==> config.mk <==
export PLATFORM = sky130hd
export DESIGN_NAME = inst_prefetch_q_flat
export DESIGN_NICKNAME = d
export VERILOG_FILES = /design/src/rtl/inst_prefetch_q_pkg.sv /design/src/rtl/inst_prefetch_q_if.sv /design/src/rtl/inst_prefetch_q_sync_fifo.sv /design/src/rtl/inst_prefetch_q.sv /design/src/flat_wrapper.sv
export SDC_FILE = /design/constraint.sdc
export NUM_CORES = 1
export LEC_CHECK = 0
export CELL_PAD_IN_SITES_DETAIL_PLACEMENT = 1
export CELL_PAD_IN_SITES_GLOBAL_PLACEMENT = 1
export CORE_ASPECT_RATIO = 0.8
export CORE_MARGIN = 2
export CORE_UTILIZATION = 30
export DETAILED_ROUTE_END_ITERATION = 7
export PLACE_DENSITY = 0.54
export SYNTH_ARGS = -nofsm -noshare
export SYNTH_HDL_FRONTEND = slang
export SYNTH_HIERARCHICAL = 1
export SYNTH_SLANG_ARGS = --single-unit
==> constraint.sdc <==
create_clock -name clk -period 2.94 [get_ports clk]
set_input_delay 0.588 -clock clk [delete_from_list [all_inputs] [get_ports clk]]
set_output_delay 0.588 -clock clk [all_outputs]
set_load 0.02 [all_outputs]
==> src/rtl/inst_prefetch_q_pkg.sv <==
// Shared types and constants for the instruction prefetch queue.
package inst_prefetch_q_pkg;

    localparam logic [31:0] NOP_INST = 32'h0000_0013;

    typedef enum logic [1:0] {
        ST_IDLE = 2'd0,
        ST_WAIT = 2'd1,
        ST_DROP = 2'd2
    } pf_state_e;

    // One buffered fetch: the word and the address it came from
    typedef struct packed {
        logic [31:0] pc;
        logic [31:0] inst;
    } fetch_entry_t;

    localparam int unsigned ENTRY_W = $bits(fetch_entry_t);

    // Clear the byte-offset bits of an address
    function automatic logic [31:0] word_align(input logic [31:0] addr);
        return addr & 32'hFFFF_FFFC;
    endfunction

endpackage

==> src/rtl/inst_prefetch_q_if.sv <==
// Memory-port, pipeline-control and IF/ID output signals of the prefetch queue.
// master: the prefetch queue; slave: memory arbiter plus pipeline.
interface inst_prefetch_q_if;

    logic        redirect;
    logic [31:0] redirect_pc;
    logic        halt;

    logic        mem_req;
    logic [31:0] mem_addr;
    logic        mem_gnt;
    logic        mem_rvalid;
    logic [31:0] mem_rdata;

    logic        out_valid;
    logic [31:0] out_inst;
    logic [31:0] out_pc;
    logic        out_ready;

    modport master (
        input  redirect, redirect_pc, halt,
        input  mem_gnt, mem_rvalid, mem_rdata,
        input  out_ready,
        output mem_req, mem_addr,
        output out_valid, out_inst, out_pc
    );

    modport slave (
        output redirect, redirect_pc, halt,
        output mem_gnt, mem_rvalid, mem_rdata,
        output out_ready,
        input  mem_req, mem_addr,
        input  out_valid, out_inst, out_pc
    );

endinterface

==> src/rtl/inst_prefetch_q_sync_fifo.sv <==
// Synchronous FIFO with flush; push to a full or pop from an empty FIFO is ignored.
module inst_prefetch_q_sync_fifo #(
    parameter int unsigned WIDTH = 64,
    parameter int unsigned DEPTH = 4
) (
    input  logic                   clk,
    input  logic                   rst,
    input  logic                   flush,
    input  logic                   push,
    input  logic [WIDTH-1:0]       push_data,
    input  logic                   pop,
    output logic [WIDTH-1:0]       head_data,
    output logic [$clog2(DEPTH):0] count,
    output logic                   empty
);

    localparam int unsigned PTR_W = $clog2(DEPTH);
    localparam int unsigned CNT_W = PTR_W + 1;

    logic [WIDTH-1:0] mem_q [DEPTH];
    logic [PTR_W-1:0] wr_ptr_q;
    logic [PTR_W-1:0] rd_ptr_q;
    logic [CNT_W-1:0] count_q;
    logic             full;
    logic             do_push;
    logic             do_pop;

    assign full      = (count_q == CNT_W'(DEPTH));
    assign empty     = (count_q == '0);
    assign do_push   = push && !full && !flush;
    assign do_pop    = pop && !empty && !flush;
    assign head_data = mem_q[rd_ptr_q];
    assign count     = count_q;

    // Pointer and occupancy tracking; flush empties the FIFO in one cycle
    always_ff @(posedge clk or posedge rst) begin
        if (rst) begin
            wr_ptr_q <= '0;
            rd_ptr_q <= '0;
            count_q  <= '0;
        end else if (flush) begin
            wr_ptr_q <= '0;
            rd_ptr_q <= '0;
            count_q  <= '0;
        end else begin
            if (do_push) wr_ptr_q <= wr_ptr_q + PTR_W'(1);
            if (do_pop)  rd_ptr_q <= rd_ptr_q + PTR_W'(1);
            if (do_push && !do_pop)      count_q <= count_q + CNT_W'(1);
            else if (!do_push && do_pop) count_q <= count_q - CNT_W'(1);
        end
    end

    // Entry storage; contents are only observed while count is non-zero
    always_ff @(posedge clk) begin
        if (do_push) mem_q[wr_ptr_q] <= push_data;
    end

endmodule

==> src/rtl/inst_prefetch_q.sv <==
// Instruction prefetch queue: single-outstanding sequential fetcher feeding IF/ID.
// Build option: PREFETCH_BYPASS_EN lets a response reach the output in its
// arrival cycle when the queue is empty.
module inst_prefetch_q
    import inst_prefetch_q_pkg::*;
#(
    parameter int unsigned DEPTH    = 4,
    parameter logic [31:0] RESET_PC = 32'h0000_0000
) (
    input  logic              clk,
    input  logic              rst,
    inst_prefetch_q_if.master bus
);

    localparam int unsigned CNT_W = $clog2(DEPTH) + 1;

    pf_state_e    state_q, state_d;
    logic [31:0]  fetch_pc_q, fetch_pc_d;
    logic [31:0]  req_pc_q, req_pc_d;
    logic         issue_c;
    logic         rsp_take_c;
    logic         bypass_c;
    logic         push_c;
    logic         pop_c;
    logic [CNT_W-1:0]   fifo_count;
    logic               fifo_empty;
    logic [ENTRY_W-1:0] head_raw;
    fetch_entry_t       head;
    fetch_entry_t       push_entry;

    // Next-state, fetch address and response-acceptance decisions
    always_comb begin
        state_d    = state_q;
        fetch_pc_d = fetch_pc_q;
        req_pc_d   = req_pc_q;
        issue_c    = 1'b0;
        rsp_take_c = 1'b0;
        case (state_q)
            ST_IDLE: begin
                // slot check uses the registered count, so a same-cycle pop does not count
                issue_c = !bus.halt && !bus.redirect && (fifo_count < CNT_W'(DEPTH));
                if (issue_c && bus.mem_gnt) begin
                    state_d    = ST_WAIT;
                    req_pc_d   = fetch_pc_q;
                    fetch_pc_d = fetch_pc_q + 32'd4;
                end
            end
            ST_WAIT: begin
                if (bus.redirect) begin
                    state_d = bus.mem_rvalid ? ST_IDLE : ST_DROP;
                end else if (bus.mem_rvalid) begin
                    state_d    = ST_IDLE;
                    rsp_take_c = 1'b1;
                end
            end
            ST_DROP: begin
                if (bus.mem_rvalid) state_d = ST_IDLE;
            end
            default: state_d = ST_IDLE;
        endcase
        if (bus.redirect) fetch_pc_d = word_align(bus.redirect_pc);
    end

    // State, fetch PC and in-flight request PC registers
    always_ff @(posedge clk or posedge rst) begin
        if (rst) begin
            state_q    <= ST_IDLE;
            fetch_pc_q <= RESET_PC;
            req_pc_q   <= RESET_PC;
        end else begin
            state_q    <= state_d;
            fetch_pc_q <= fetch_pc_d;
            req_pc_q   <= req_pc_d;
        end
    end

`ifdef PREFETCH_BYPASS_EN
    assign bypass_c = fifo_empty && rsp_take_c;
`else
    assign bypass_c = 1'b0;
`endif

    assign push_c     = rsp_take_c && !(bypass_c && bus.out_ready);
    assign pop_c      = !fifo_empty && bus.out_ready && !bus.redirect;
    assign push_entry = '{pc: req_pc_q, inst: bus.mem_rdata};
    assign head       = fetch_entry_t'(head_raw);

    inst_prefetch_q_sync_fifo #(
        .WIDTH (ENTRY_W),
        .DEPTH (DEPTH)
    ) u_fifo (
        .clk       (clk),
        .rst       (rst),
        .flush     (bus.redirect),
        .push      (push_c),
        .push_data (push_entry),
        .pop       (pop_c),
        .head_data (head_raw),
        .count     (fifo_count),
        .empty     (fifo_empty)
    );

    // Memory request is held low while reset is asserted
    assign bus.mem_req  = issue_c && !rst;
    assign bus.mem_addr = fetch_pc_q;

    // Output head: bypassed response, queue head, or NOP/0 when empty
    assign bus.out_valid = bypass_c || !fifo_empty;
    assign bus.out_inst  = bypass_c ? bus.mem_rdata : (fifo_empty ? NOP_INST : head.inst);
    assign bus.out_pc    = bypass_c ? req_pc_q    : (fifo_empty ? 32'h0    : head.pc);

endmodule

==> src/flat_wrapper.sv <==
// flat-port wrapper written by rule: the top's interface ports become plain ports
module inst_prefetch_q_flat import inst_prefetch_q_pkg::*;
#(
    parameter int unsigned DEPTH    = 4,
    parameter logic [31:0] RESET_PC = 32'h0000_0000
)
  (clk, rst, bus_redirect, bus_redirect_pc, bus_halt, bus_mem_gnt, bus_mem_rvalid, bus_mem_rdata, bus_out_ready, bus_mem_req, bus_mem_addr, bus_out_valid, bus_out_inst, bus_out_pc);
  inst_prefetch_q_if bus_i ();
  input  logic clk;
  input  logic rst;
  input wire logic [$bits(bus_i.redirect)-1:0] bus_redirect;
  input wire logic [$bits(bus_i.redirect_pc)-1:0] bus_redirect_pc;
  input wire logic [$bits(bus_i.halt)-1:0] bus_halt;
  input wire logic [$bits(bus_i.mem_gnt)-1:0] bus_mem_gnt;
  input wire logic [$bits(bus_i.mem_rvalid)-1:0] bus_mem_rvalid;
  input wire logic [$bits(bus_i.mem_rdata)-1:0] bus_mem_rdata;
  input wire logic [$bits(bus_i.out_ready)-1:0] bus_out_ready;
  output wire logic [$bits(bus_i.mem_req)-1:0] bus_mem_req;
  output wire logic [$bits(bus_i.mem_addr)-1:0] bus_mem_addr;
  output wire logic [$bits(bus_i.out_valid)-1:0] bus_out_valid;
  output wire logic [$bits(bus_i.out_inst)-1:0] bus_out_inst;
  output wire logic [$bits(bus_i.out_pc)-1:0] bus_out_pc;
  assign bus_i.redirect = bus_redirect;
  assign bus_i.redirect_pc = bus_redirect_pc;
  assign bus_i.halt = bus_halt;
  assign bus_i.mem_gnt = bus_mem_gnt;
  assign bus_i.mem_rvalid = bus_mem_rvalid;
  assign bus_i.mem_rdata = bus_mem_rdata;
  assign bus_i.out_ready = bus_out_ready;
  assign bus_mem_req = bus_i.mem_req;
  assign bus_mem_addr = bus_i.mem_addr;
  assign bus_out_valid = bus_i.out_valid;
  assign bus_out_inst = bus_i.out_inst;
  assign bus_out_pc = bus_i.out_pc;
  inst_prefetch_q #(.DEPTH(DEPTH), .RESET_PC(RESET_PC)) u_core (.clk(clk), .rst(rst), .bus(bus_i));
endmodule
* Yosys cells after proc, flatten, opt, wreduce, memory -nomap -nowiden
Memory sizes are Yosys's and may differ from the RTL's. Cells that the tools add are included.
Operators by class: reductions and logical operators 28, $lt $le $gt $ge 1, multiplexer cells 23, add/subtract/negate cells 5, equal/unequal tests 4
Operators with widths (number):
- 2-to-1 mux 32 bit | 5
- adder 32 x 3 -> 32 bit, second input constant | 1
- 2-to-1 mux 2 bit | 8
- logical AND 1 bit | 12
- 2-to-1 mux 3 bit | 3
- nonzero test 2 bit | 4
- logical NOT 1 bit | 7
- 2-to-1 mux 1 bit | 6
- case mux 2 bit (3 select lines) | 1
- adder 2 x 1 -> 2 bit, second input constant | 2
- AND reduction 2 bit | 2
- adder 3 x 1 -> 3 bit, second input constant | 1
- equality test 3 bit, second input constant | 1
- logical NOT 3 bit | 1
- < comparator 3 bit, second input constant | 1
- nonzero test 3 bit | 1
- subtractor 3 x 1 -> 3 bit, second input constant | 1
- equality test 2 x 1 -> 1 bit, second input constant | 1
- equality test 2 bit, second input constant | 1
- logical NOT 2 bit | 1
- != test 2 x 1 -> 1 bit, second input constant | 1
Word-level totals: input port bits 71, register bits after elaboration 73, memory bits (writable) 256, memories 1
Memories:
- u_core.u_fifo.mem_q | words 4, width 64, read ports 1, clocked after memory_dff 0, write ports 1, line inst_prefetch_q_sync_fifo.sv:20 | logic [WIDTH-1:0] mem_q [DEPTH];

* Logic depth before layout (Yosys ltp)
Gate-level depths: netlist of the first run.
word-level depth 10, gate-level depth with buffers 11, mapped depth without buffers 8

* By module
The synthesis of the first run kept the hierarchy.
Modules (own cells, without submodules):
- inst_prefetch_q_sync_fifo | seq. area each 7862.5 um2, times used 1, area an instance 9799.4 um2, cells each 396
- inst_prefetch_q | seq. area each 1551.5 um2, times used 1, area an instance 3492.1 um2, cells each 358

* Worst setup path before layout of the first run
OpenSTA, ideal clock, no wires.
path type input to register, start input port bus_redirect, end memory u_core.u_fifo.mem_q[0][0], enable pin, data arrival time 3.217 ns, buffers on the path 2, slack -0.706 ns, cell stages on the path 6, required time 2.511 ns, cell sequence clkbuf_8 > clkbuf_1 > and4bb_2 > inv_1 > nor3_1 > and2_1
On the way: word-level cells in the longest chain between the ends 6, elaborated cells between the ends (all ways) 7
RTL lines:
- start, declared | line flat_wrapper.sv:11 | input wire logic [$bits(bus_i.redirect)-1:0] bus_redirect;
- 2-to-1 mux 1 bit | line inst_prefetch_q.sv:49 | if (bus.redirect) begin
- 2-to-1 mux 1 bit | line inst_prefetch_q.sv:38 | case (state_q)
- net u_core.push_c | line inst_prefetch_q.sv:23 | logic push_c;
- logical AND 1 bit (2 in a row) | line inst_prefetch_q_sync_fifo.sv:30 | assign do_push = push && !full && !flush;
- 2-to-1 mux 1 bit | line inst_prefetch_q_sync_fifo.sv:55 | if (do_push) mem_q[wr_ptr_q] <= push_data;
- 2-to-1 mux 1 bit (implied by the code) | line inst_prefetch_q_sync_fifo.sv:55
- end, declared | line inst_prefetch_q_sync_fifo.sv:20
The timed path passes the listed nets, and every way through them passes these cells.

==> flow_summary_export.csv, run 1 <==
group,metric,value,unit
clock_network,holdBufCountCts,0,
final_layout,seq_area,9420,µm²
timing,maxSlewHeadroom,59.4,%
power,total_power,10600,µW
floorplan,num_io_pins,169,
global_routing,grt.total_usage,14.5,%
drt,met3WireLength,1670,µm
floorplan,die_area,46000,µm²
final_layout,drive_gt1_share,27.7,%
place,pre_cts_ws,0.0198,ns
floorplan,die_w,239,µm
drt,drtIter0Drc,358,
logic_synthesis,synthArstFlopShare,21.2,%
place,gp_congestion,0.728,
worst_setup_path,critPathLaunchType,"flip-flop",
logic_synthesis,yosys.area.top_type,"edfxtp_1",
logic_synthesis,synth.distinct_cells,54,
place,io_buffer_count,164,
logic_synthesis,synth.avg_cell_area,17.6,µm²
timing,hold_viol,0,
worst_setup_path,endpoint_kind,"output port",
floorplan,core-area,43400,µm²
logic_synthesis,synth_area_leaders,"edfxtp_1 (58%), dfrtp_1 (13%), mux4_2 (11%), nor2b_1 (2.9%), mux2_2 (2.4%)",
logic_synthesis,synth_edf_count,256,
timing,setup_viol,0,
clock_network,cts_tree,"done",
power,vdd_drop_max,0.000286,V
drt,vias_per_cell,4.70,
floorplan,fp.dieH,192,µm
final_layout,final_cell_mix,"edfxtp_1 (256), clkdlybuf4s50_1 (98), dfrtp_1 (67)",
global_routing,grt_max_degree,64,
hold_path,hold_class,"input port to asynchronous set/reset pin",
clock_network,cts_sinks,325,
power,p_int,8220,µW
power,p_sw,2330,µW
global_routing,grt_pass1_vias,7958,
drt,ant_nets,0,
outcome,status,"finished, final reports clean",
final_layout,mostFrequentLayoutCell,"edfxtp_1",
timing,tightest_slew,0.609,ns
global_routing,grt_pass1_wl,50200,µm
logic_synthesis,ys_seq_elements,325,
clock_network,numCtsBuffers,36,
global_routing,grt_remaining_overflow,0,
logic_synthesis,synth.top_cell.area_share,57.8,%
logic_synthesis,yosys_most_used_dff,"edfxtp_1",
timing,maxSlewViolCount,0,
clock_network,cts_max_level,2,
power,p_per_area,613,nW/µm²
floorplan,rows,68,
final_layout,design_area,17200,µm²
worst_setup_path,arrival,2.33,ns
power,netSwitchingFraction,22.1,%
power,p_leak,0.00601,µW
drt,routed_wl,32700,µm
final_layout,multi_input_area,3650,µm²
logic_synthesis,syn-instance-count,754,
drt,drc,0,
final_layout,fin_nets,1065,
logic_synthesis,synth-seq-area-share,70.8,%
worst_setup_path,crit_required,2.35,ns
final_layout,syn2layout_area_growth,29.4,%
worst_setup_path,criticalPathCategory,"flip-flop to output port",
floorplan,start_util,30.6,%
drt,route.met2.wl,14300,µm
drt,met1_length,16200,µm
power,p_seq_share,52.3,%
drt,highest_layer,"met4",
worst_setup_path,crit_fanout,7,
timing,rsz0062_at_grt,"yes",
place,dpl.hpwl,21300,µm
timing,fin_crit_sh,99.1,%
final_layout,n_fill_cell,4300,
flow_run,cap_viol_max_count,0,
clock_network,clockBufferDepth,3,
power,comb_power_share,6.2,%
drt,first_pass_iters,4,
power,power_frac_clock,41.5,%
logic_synthesis,syn_area,13300,µm²
place,place_area,16000,µm²
drt,wire_per_inst,20.8,µm
clock_network,worstSkewPairLatency,0.52,ns
drt,vias,7397,
clock_network,ctsRootBufferMaster,"clkbuf_16",
clock_network,clk_pin_slew,0.06,ns
timing,timing.fmax,0.343,GHz
global_routing,grt_antenna_before_repair,1,
timing,min_period,2.91,ns
timing,fin_ws,0.0270,ns
timing,finalClockSkew,0.0244,ns
logic_synthesis,synth_warnings,6,
## routing by layer
layer,global-route usage [%],up-vias
met5,0,-
met4,3.27,0
met3,3.49,43
met2,21.9,160
met1,21.2,3829
li1,-,3365
## through the flow
stage / std cells / hold slack (ns) / utilization, % / setup TNS (ns)
2_1_floorplan: 763 / 0.391 / - / -4.19
3_3_place_gp: 1488 / 0.498 / 36.9 / 0
3_5_place_dp: 1488 / 0.505 / 36.9 / 0
4_1_cts: 1563 / 0.403 / 39.6 / -0.785
5_1_grt: 1573 / 0.443 / 39.6 / -0.234
6_report: 1574 / 0.415 / 39.6 / 0
## layout make-up
class / count / share of cell area (%)
inverters: 12 / 0.262
diodes: 1 / 0.0145
repair buffers: 228 / 13.1
clock inverters: 16 / 0.866
clock buffers: 47 / 5.72
flip-flops and latches: 325 / 54.8
multi-input cells: 385 / 21.2
well taps: 560 / 4.07
## flip-flops by register name (all words and copies together), names as in the netlist
signal	flops
u_core/u_fifo/rd_ptr_q	2
u_core/u_fifo/mem_q	256
u_core/u_fifo/count	3
u_core/req_pc_q	30
u_core/state_q	2
u_core/bus.mem_addr	30
u_core/u_fifo/wr_ptr_q	2
## critical path, cell delays in order (launching register included)
cell,delay (ns)
dfrtp_4,0.49
buf_12,0.16
buf_12,0.15
mux4_2,0.31
nor2b_1,0.32
clkdlybuf4s15_1,0.37
## power groups by stage
stage,Clock [µW],Combinational [µW],Sequential (µW)
after detailed placement,0,679,5620
after CTS,4540,671,5520
after global placement,0,673,5600
after global routing,4690,722,5560
final,4380,656,5520
after floorplan,0,303,5550
## worst paths after layout
path                                                       startpoint                               endpoint  slack [ns]  cells past startpoint
worst max-delay path            u_core/u_fifo/rd_ptr_q[0]$_DFFE_PP0P_                         bus_out_pc[11]        0.03                      5
worst min-delay path                                              rst     u_core/u_fifo/count[1]$_DFFE_PP0P_        0.42                      2
worst max register to register     u_core/u_fifo/count[2]$_DFFE_PP0P_     u_core/u_fifo/count[2]$_DFFE_PP0P_        0.53                      8
worst min register to register        u_core/req_pc_q[11]$_DFFE_PP0P_   u_core/u_fifo/mem_q[1][43]$_DFFE_PP_        0.52                      0
max in group asynchronous                                         rst     u_core/bus.mem_addr[4]$_DFFE_PP0P_        1.79                      3
min in group clk                                         bus_redirect  u_core/u_fifo/wr_ptr_q[0]$_DFFE_PP0P_        0.50                      3
## logic make-up after synthesis
| family | synth area share [%] |
|---|---|
| muxes | 13.6 |
| xor gates and xnor gates | 1.91 |
| AOI/OAI and AO/OA | 1.99 |
| and+or+nand+nor | 8.92 |
| adders and majority gates | 0.621 |
| buffers and inverters | 2.15 |
| other | 0.0282 |
| DFF | 70.8 |
## Yosys cell counts, types with 3 or more instances
cell,count
edfxtp_1,256
o21ai_0,24
nor3_1,5
nand3_1,17
o21ai_1,8
a21oi_1,3
mux2_2,28
ha_1,5
inv_1,12
nand3b_1,4
buf_6,5
dfrtp_1,69
buf_2,13
buf_4,6
and4_1,5
nor2b_1,61
mux4_2,64
nand3_2,3
and2_1,9
or3_1,3
mux2i_1,3
clkbuf_1,15
xor2_1,20
nand4_1,10
or2_2,3
nand2_1,48
nor2_1,12
xnor2_1,9
## what timing repair did
action                     CTS  global route
setup endpoints to repair   61            26
gates resized for setup    116            61
cloned                       0             0
setup buffers               12            10
hold endpoints to repair     0             0
Power figures use the tool's default switching activity.
==> run 2, diff against run 1 <==
--- a/config.mk
+++ b/config.mk
@@ -12,6 +12,7 @@
 export CORE_UTILIZATION = 30
 export DETAILED_ROUTE_END_ITERATION = 7
 export PLACE_DENSITY = 0.54
+export SKIP_LAST_GASP = 1
 export SYNTH_ARGS = -nofsm -noshare
 export SYNTH_HDL_FRONTEND = slang
 export SYNTH_HIERARCHICAL = 1
==> run 2 against run 1 <==
- the flow now finishes with violations (setup timing)
- total power about the same
- routed wire length about the same
- largest power group unchanged
- final cell count decreased by 0.13%
- setup slack got worse by 0.065 ns
- sequential power about the same
- critical path type unchanged
- clock-buffer cell count unchanged
==> flow_summary_export.csv, run 2 (synthesized netlist as in run 1, its figures left out) <==
group,metric,value,unit
outcome,status,"finished with violations",
outcome,violations,"setup timing",
floorplan,num_io_pins,169,
worst_setup_path,reg2reg_depth,8,
final_layout,fin_nets,1063,
drt,drc,0,
timing,hold_viol,0,
final_layout,regMostFlops,"u_core/u_fifo/mem_q",
place,dp_cells,1488,
worst_setup_path,critPathLaunchType,"flip-flop",
global_routing,grt_pass1_vias,7958,
power,p_int,8220,µW
clock_network,clk_pin_slew,0.07,ns
worst_setup_path,arrival,2.39,ns
worst_setup_path,critPathMaxStageDelay,0.49,ns
worst_setup_path,criticalPathCategory,"flip-flop to output port",
global_routing,grt_remaining_overflow,0,
worst_setup_path,cp_cell_sequence,"buf_12 -> buf_12 -> mux4_2 -> nor2b_1 -> dlygate4sd2_1",
hold_path,hold_class,"input port to asynchronous set/reset pin",
drt,drtIter0Drc,339,
final_layout,syn2layout_area_growth,29.4,%
timing,maxSlewViolCount,0,
timing,rsz0062_at_grt,"yes",
power,p_leak,0.00604,µW
final_layout,largest_reg_flops,256,
timing,tightest_slew,0.602,ns
timing,whs,0.415,ns
worst_setup_path,cp_num_cells,5,
clock_network,numCtsBuffers,36,
floorplan,die_w,239,µm
timing,fin_crit_sh,101,%
timing,min_period,2.98,ns
clock_network,cts_max_level,2,
drt,ant_nets,0,
worst_setup_path,endpoint_kind,"output port",
clock_network,ctsRootBufferMaster,"clkbuf_16",
worst_setup_path,crit_fanout,7,
global_routing,grt_pass1_wl,50200,µm
clock_network,cts_sinks,325,
worst_setup_path,r2r-end,"u_core/u_fifo/count[2]$_DFFE_PP0P_",
clock_network,clockBufferDepth,3,
floorplan,rows,68,
timing,finalClockSkew,0.0255,ns
final_layout,drive_gt1_share,25.8,%
power,p_per_area,614,nW/µm²
power,netSwitchingFraction,22.1,%
global_routing,grt_max_degree,64,
flow_run,cap_viol_max_count,0,
place,gp_congestion,0.728,
drt,vias,7358,
final_layout,mostFrequentLayoutCell,"edfxtp_1",
final_layout,design_area,17200,µm²
power,p_seq_share,52.3,%
drt,routed_wl,32700,µm
floorplan,die_area,46000,µm²
power,vdd_drop_max,0.000286,V
clock_network,worstSkewPairLatency,0.52,ns
floorplan,core-area,43400,µm²
floorplan,fp.dieH,192,µm
drt,wire_per_inst,20.8,µm
global_routing,grt.total_usage,14.5,%
timing,timing.fmax,0.336,GHz
place,dpl.hpwl,21300,µm
floorplan,start_util,30.6,%
place,io_buffer_count,164,
clock_network,cts_tree,"done",
power,comb_power_share,6.2,%
worst_setup_path,crit_required,2.35,ns
worst_setup_path,crit_family,"buffers and inverters",
timing,fin_ws,-0.0375,ns
timing,setup_viol,4,
worst_setup_path,r2r_start,"u_core/u_fifo/count[2]$_DFFE_PP0P_",
power,p_sw,2340,µW
final_layout,final_cells,1572,
final_layout,final_cell_mix,"edfxtp_1 (256), clkdlybuf4s50_1 (98), dfrtp_1 (67)",
worst_setup_path,rrSetupSlack,0.54,ns
final_layout,n_fill_cell,4294,
place,pre_cts_ws,0.0198,ns
drt,first_pass_iters,4,
place,place_area,16000,µm²
timing,maxSlewHeadroom,59.5,%
power,power_frac_clock,41.5,%
worst_setup_path,slowest_stage,"dfrtp_4",
worst_setup_path,cp.buffers_inverters,3,
worst_setup_path,cpMostUsedCell,"buf_12",
global_routing,grt_antenna_before_repair,1,
drt,vias_per_cell,4.68,
-- run 2: what timing repair did --
item | CTS | global route
hold buffers | 0 | 0
cloned | 0 | 0
setup endpoints to repair | 61 | 31
setup buffers | 12 | 8
resized for setup | 63 | 54
-- run 2: layout make-up --
cell class	count	area, µm²	share of cell area (%)
Antenna cell	1	2.50	0.0146
Clock buffer	47	985	5.73
Clock inverter	16	149	0.866
Inverter	12	45.0	0.262
Multi-Input combinational cell	385	3640	21.2
Sequential cell	325	9420	54.8
Tap cell	560	701	4.07
Timing Repair Buffer	226	2250	13.1
-- run 2: worst max path at each step --
stage,slack [ns],end,from
final,-0.04,bus_out_pc[10],u_core/u_fifo/rd_ptr_q[0]$_DFFE_PP0P_
after global routing,-0.08,bus_out_pc[30],u_core/u_fifo/rd_ptr_q[0]$_DFFE_PP0P_
after CTS,-0.16,bus_out_pc[22],u_core/u_fifo/rd_ptr_q[0]$_DFFE_PP0P_
after detailed placement,0.02,bus_mem_req,bus_halt
after global placement,0.05,bus_mem_req,bus_halt
after floorplan,-0.02,u_core/u_fifo/mem_q[0][0]$_DFFE_PP_,bus_redirect
-- run 2: per-stage QoR --
step	total power [µW]	TNS [ns]	util (%)
2_1_floorplan	5850	-4.19	-
3_3_place_gp	6270	0	36.9
3_5_place_dp	6300	0	36.9
4_1_cts	10700	-2.63	39.6
5_1_grt	11000	-0.938	39.6
6_report	10600	-0.0521	39.6
-- run 2: power by group through the flow --
stage / Combinational (µW) / Clock, µW / Sequential, µW
2_1_floorplan: 303 / 0 / 5550
3_3_place_gp: 673 / 0 / 5600
3_5_place_dp: 679 / 0 / 5620
4_1_cts: 670 / 4540 / 5520
5_1_grt: 722 / 4690 / 5560
6_report: 656 / 4380 / 5520
-- run 2: metal layers --
layer	track usage [%]	vias up	routed length (µm)
met5	0	-	0
met4	3.27	0	457
met3	3.48	37	1720
met2	21.9	159	14200
met1	21.2	3802	16300
li1	-	3360	-
==> run 3, diff against run 2 <==
--- a/config.mk
+++ b/config.mk
@@ -11,7 +11,8 @@
 export CORE_MARGIN = 2
 export CORE_UTILIZATION = 30
 export DETAILED_ROUTE_END_ITERATION = 7
-export PLACE_DENSITY = 0.54
+export DONT_BUFFER_PORTS = 1
+export PLACE_DENSITY = 0.48
 export SKIP_LAST_GASP = 1
 export SYNTH_ARGS = -nofsm -noshare
 export SYNTH_HDL_FRONTEND = slang
==> run 3 against run 2 <==
- total power fell by 4.3%
- final cell count is 12% lower
- critical path type unchanged
- largest cell class unchanged
- clock power shrank 5.5%
- die area stayed put
- routed wire length decreased by 2.7%
- non-clock buffer count is 189 lower
- clock-buffer cell count grew 5
- clock skew decreased by 0.0098 ns
- combinational power shrank 45%
- the flow now finishes without violations
==> flow_summary_export.csv, run 3 (synthesized netlist as in run 1, its figures left out) <==
group,metric,value,unit
outcome,status,"finished, final reports clean",
final_layout,design_area,15300,µm²
worst_setup_path,criticalPathCategory,"flip-flop to output port",
power,netSwitchingFraction,22.1,%
global_routing,grt.total_usage,14.2,%
global_routing,grt_max_degree,77,
timing,finalClockSkew,0.0158,ns
final_layout,final_cell_mix,"edfxtp_1 (256), dfrtp_1 (67), mux4_2 (64)",
final_layout,largest_reg_flops,256,
power,p_per_area,661,nW/µm²
timing,timing.fmax,0.364,GHz
clock_network,numCtsBuffers,36,
worst_setup_path,critPathLaunchType,"flip-flop",
timing,rsz0062_at_grt,"no",
clock_network,cts_sinks,325,
drt,drtIter0Drc,304,
timing,min_period,2.75,ns
clock_network,cts_tree,"done",
place,place_area,14200,µm²
timing,tightest_slew,0.571,ns
global_routing,grt_antenna_before_repair,1,
floorplan,fp.dieH,192,µm
place,io_buffer_count,0,
floorplan,core-area,43400,µm²
power,vdd_drop_max,0.000367,V
power,comb_power_share,3.6,%
floorplan,num_io_pins,169,
timing,maxSlewHeadroom,61.8,%
power,p_int,7870,µW
worst_setup_path,crit_fanout,18,
drt,vias_per_cell,4.83,
global_routing,grt_pass1_wl,48300,µm
clock_network,clockBufferDepth,3,
final_layout,fin_nets,874,
timing,maxSlewViolCount,0,
power,total_power,10100,µW
flow_run,cap_viol_max_count,0,
drt,routed_wl,31800,µm
place,dpl.hpwl,20700,µm
worst_setup_path,arrival,2.16,ns
worst_setup_path,crit_required,2.35,ns
timing,setup_viol,0,
final_layout,mostFrequentLayoutCell,"edfxtp_1",
clock_network,ctsRootBufferMaster,"clkbuf_16",
final_layout,syn2layout_area_growth,15.0,%
clock_network,cts_max_level,2,
drt,first_pass_iters,4,
power,p_sw,2240,µW
final_layout,diodes,0,
drt,ant_nets,0,
worst_setup_path,endpoint_kind,"output port",
floorplan,die_w,239,µm
global_routing,grt_pass1_vias,7620,
drt,drc,0,
final_layout,drive_gt1_share,24.7,%
floorplan,die_area,46000,µm²
clock_network,worstSkewPairLatency,0.52,ns
drt,vias,6679,
clock_network,clk_pin_slew,0.06,ns
power,power_frac_clock,41.0,%
floorplan,start_util,30.6,%
timing,fin_crit_sh,93.5,%
place,gp_congestion,0.782,
timing,hold_viol,0,
floorplan,rows,68,
global_routing,grt_remaining_overflow,0,
hold_path,hold_class,"input port to flip-flop",
drt,wire_per_inst,23.0,µm
power,p_leak,0.00501,µW
power,p_seq_share,55.4,%
final_layout,regMostFlops,"u_core/u_fifo/mem_q",
[run 3: cell count changes in the layout (fill, tap and decap cells not counted), moves of 2 or more]
cell / change
clkdlybuf4s50_1: -98
dlygate4sd2_1: -36
clkbuf_2: -21
buf_12: -16
buf_4: -15
clkbuf_1: +5
clkinv_2: -5
buf_2: -3
bufinv_16: -2
clkbuf_8: +2
clkinv_4: +2
[run 3: power groups by stage]
stage	clock [µW]	sequential, µW	combinational (µW)
2_1_floorplan	0	5550	303
3_3_place_gp	0	5670	350
3_5_place_dp	0	5700	363
4_1_cts	4300	5610	367
5_1_grt	4470	5640	404
6_report	4140	5600	359
[run 3: area by class of cell]
cell class	count	area (µm²)
Clock buffer	52	992
Clock inverter	12	88.8
Fill cell	4336	28100
Inverter	12	45.0
Multi-Input combinational cell	385	3640
Sequential cell	325	9420
Tap cell	560	701
Timing Repair Buffer	37	390
[run 3: worst paths after layout]
kind,start,cells after the start,endpoint,slack [ns]
min reg2reg,u_core/req_pc_q[6]$_DFFE_PP0P_,0,u_core/u_fifo/mem_q[3][38]$_DFFE_PP_,0.51
max reg2reg,u_core/u_fifo/count[2]$_DFFE_PP0P_,8,u_core/u_fifo/count[2]$_DFFE_PP0P_,0.28
max,u_core/u_fifo/rd_ptr_q[0]$_DFFE_PP0P_,4,bus_out_inst[2],0.19
max in group asynchronous,rst,3,u_core/bus.mem_addr[6]$_DFFE_PP0P_,1.64
min,bus_mem_rvalid,1,u_core/state_q[1]$_DFFE_PP0P_,0.13
min in group asynchronous,rst,2,u_core/u_fifo/count[0]$_DFFE_PP0P_,0.57
[run 3: through the flow]
stage	setup slack, ns	instances	utilization, %	hold WS (ns)	setup TNS (ns)
after floorplan	-0.0164	763	-	0.391	-4.19
after global placement	0.350	1316	32.6	0.440	0
after detailed placement	0.348	1316	32.6	0.453	0
after CTS	0.0258	1382	35.2	0.103	0
after global routing	0.00336	1383	35.2	0.106	0
final	0.190	1383	35.2	0.133	0
[run 3: what timing repair did]
action,4_1_cts,5_1_grt
buffers inserted,1,1
hold buffers,1,0
gates resized for setup,1,2
hold endpoints to repair,25,0
endpoints found under the setup margin,65,7
[run 3: metal layers]
metal	vias up	track usage [%]	share of wire, %
li1	2975	-	-
met1	3497	18.4	44
met2	166	23.2	47
met3	41	4.52	6.8
met4	0	3.63	1.8
met5	-	0	0
[run 3: worst max-delay path, cell delays in order, from the launching register on]
cell and delay (ns):
dfrtp_4 0.47, buf_12 0.22, buf_12 0.19, mux4_2 0.52
nor2b_1 0.22
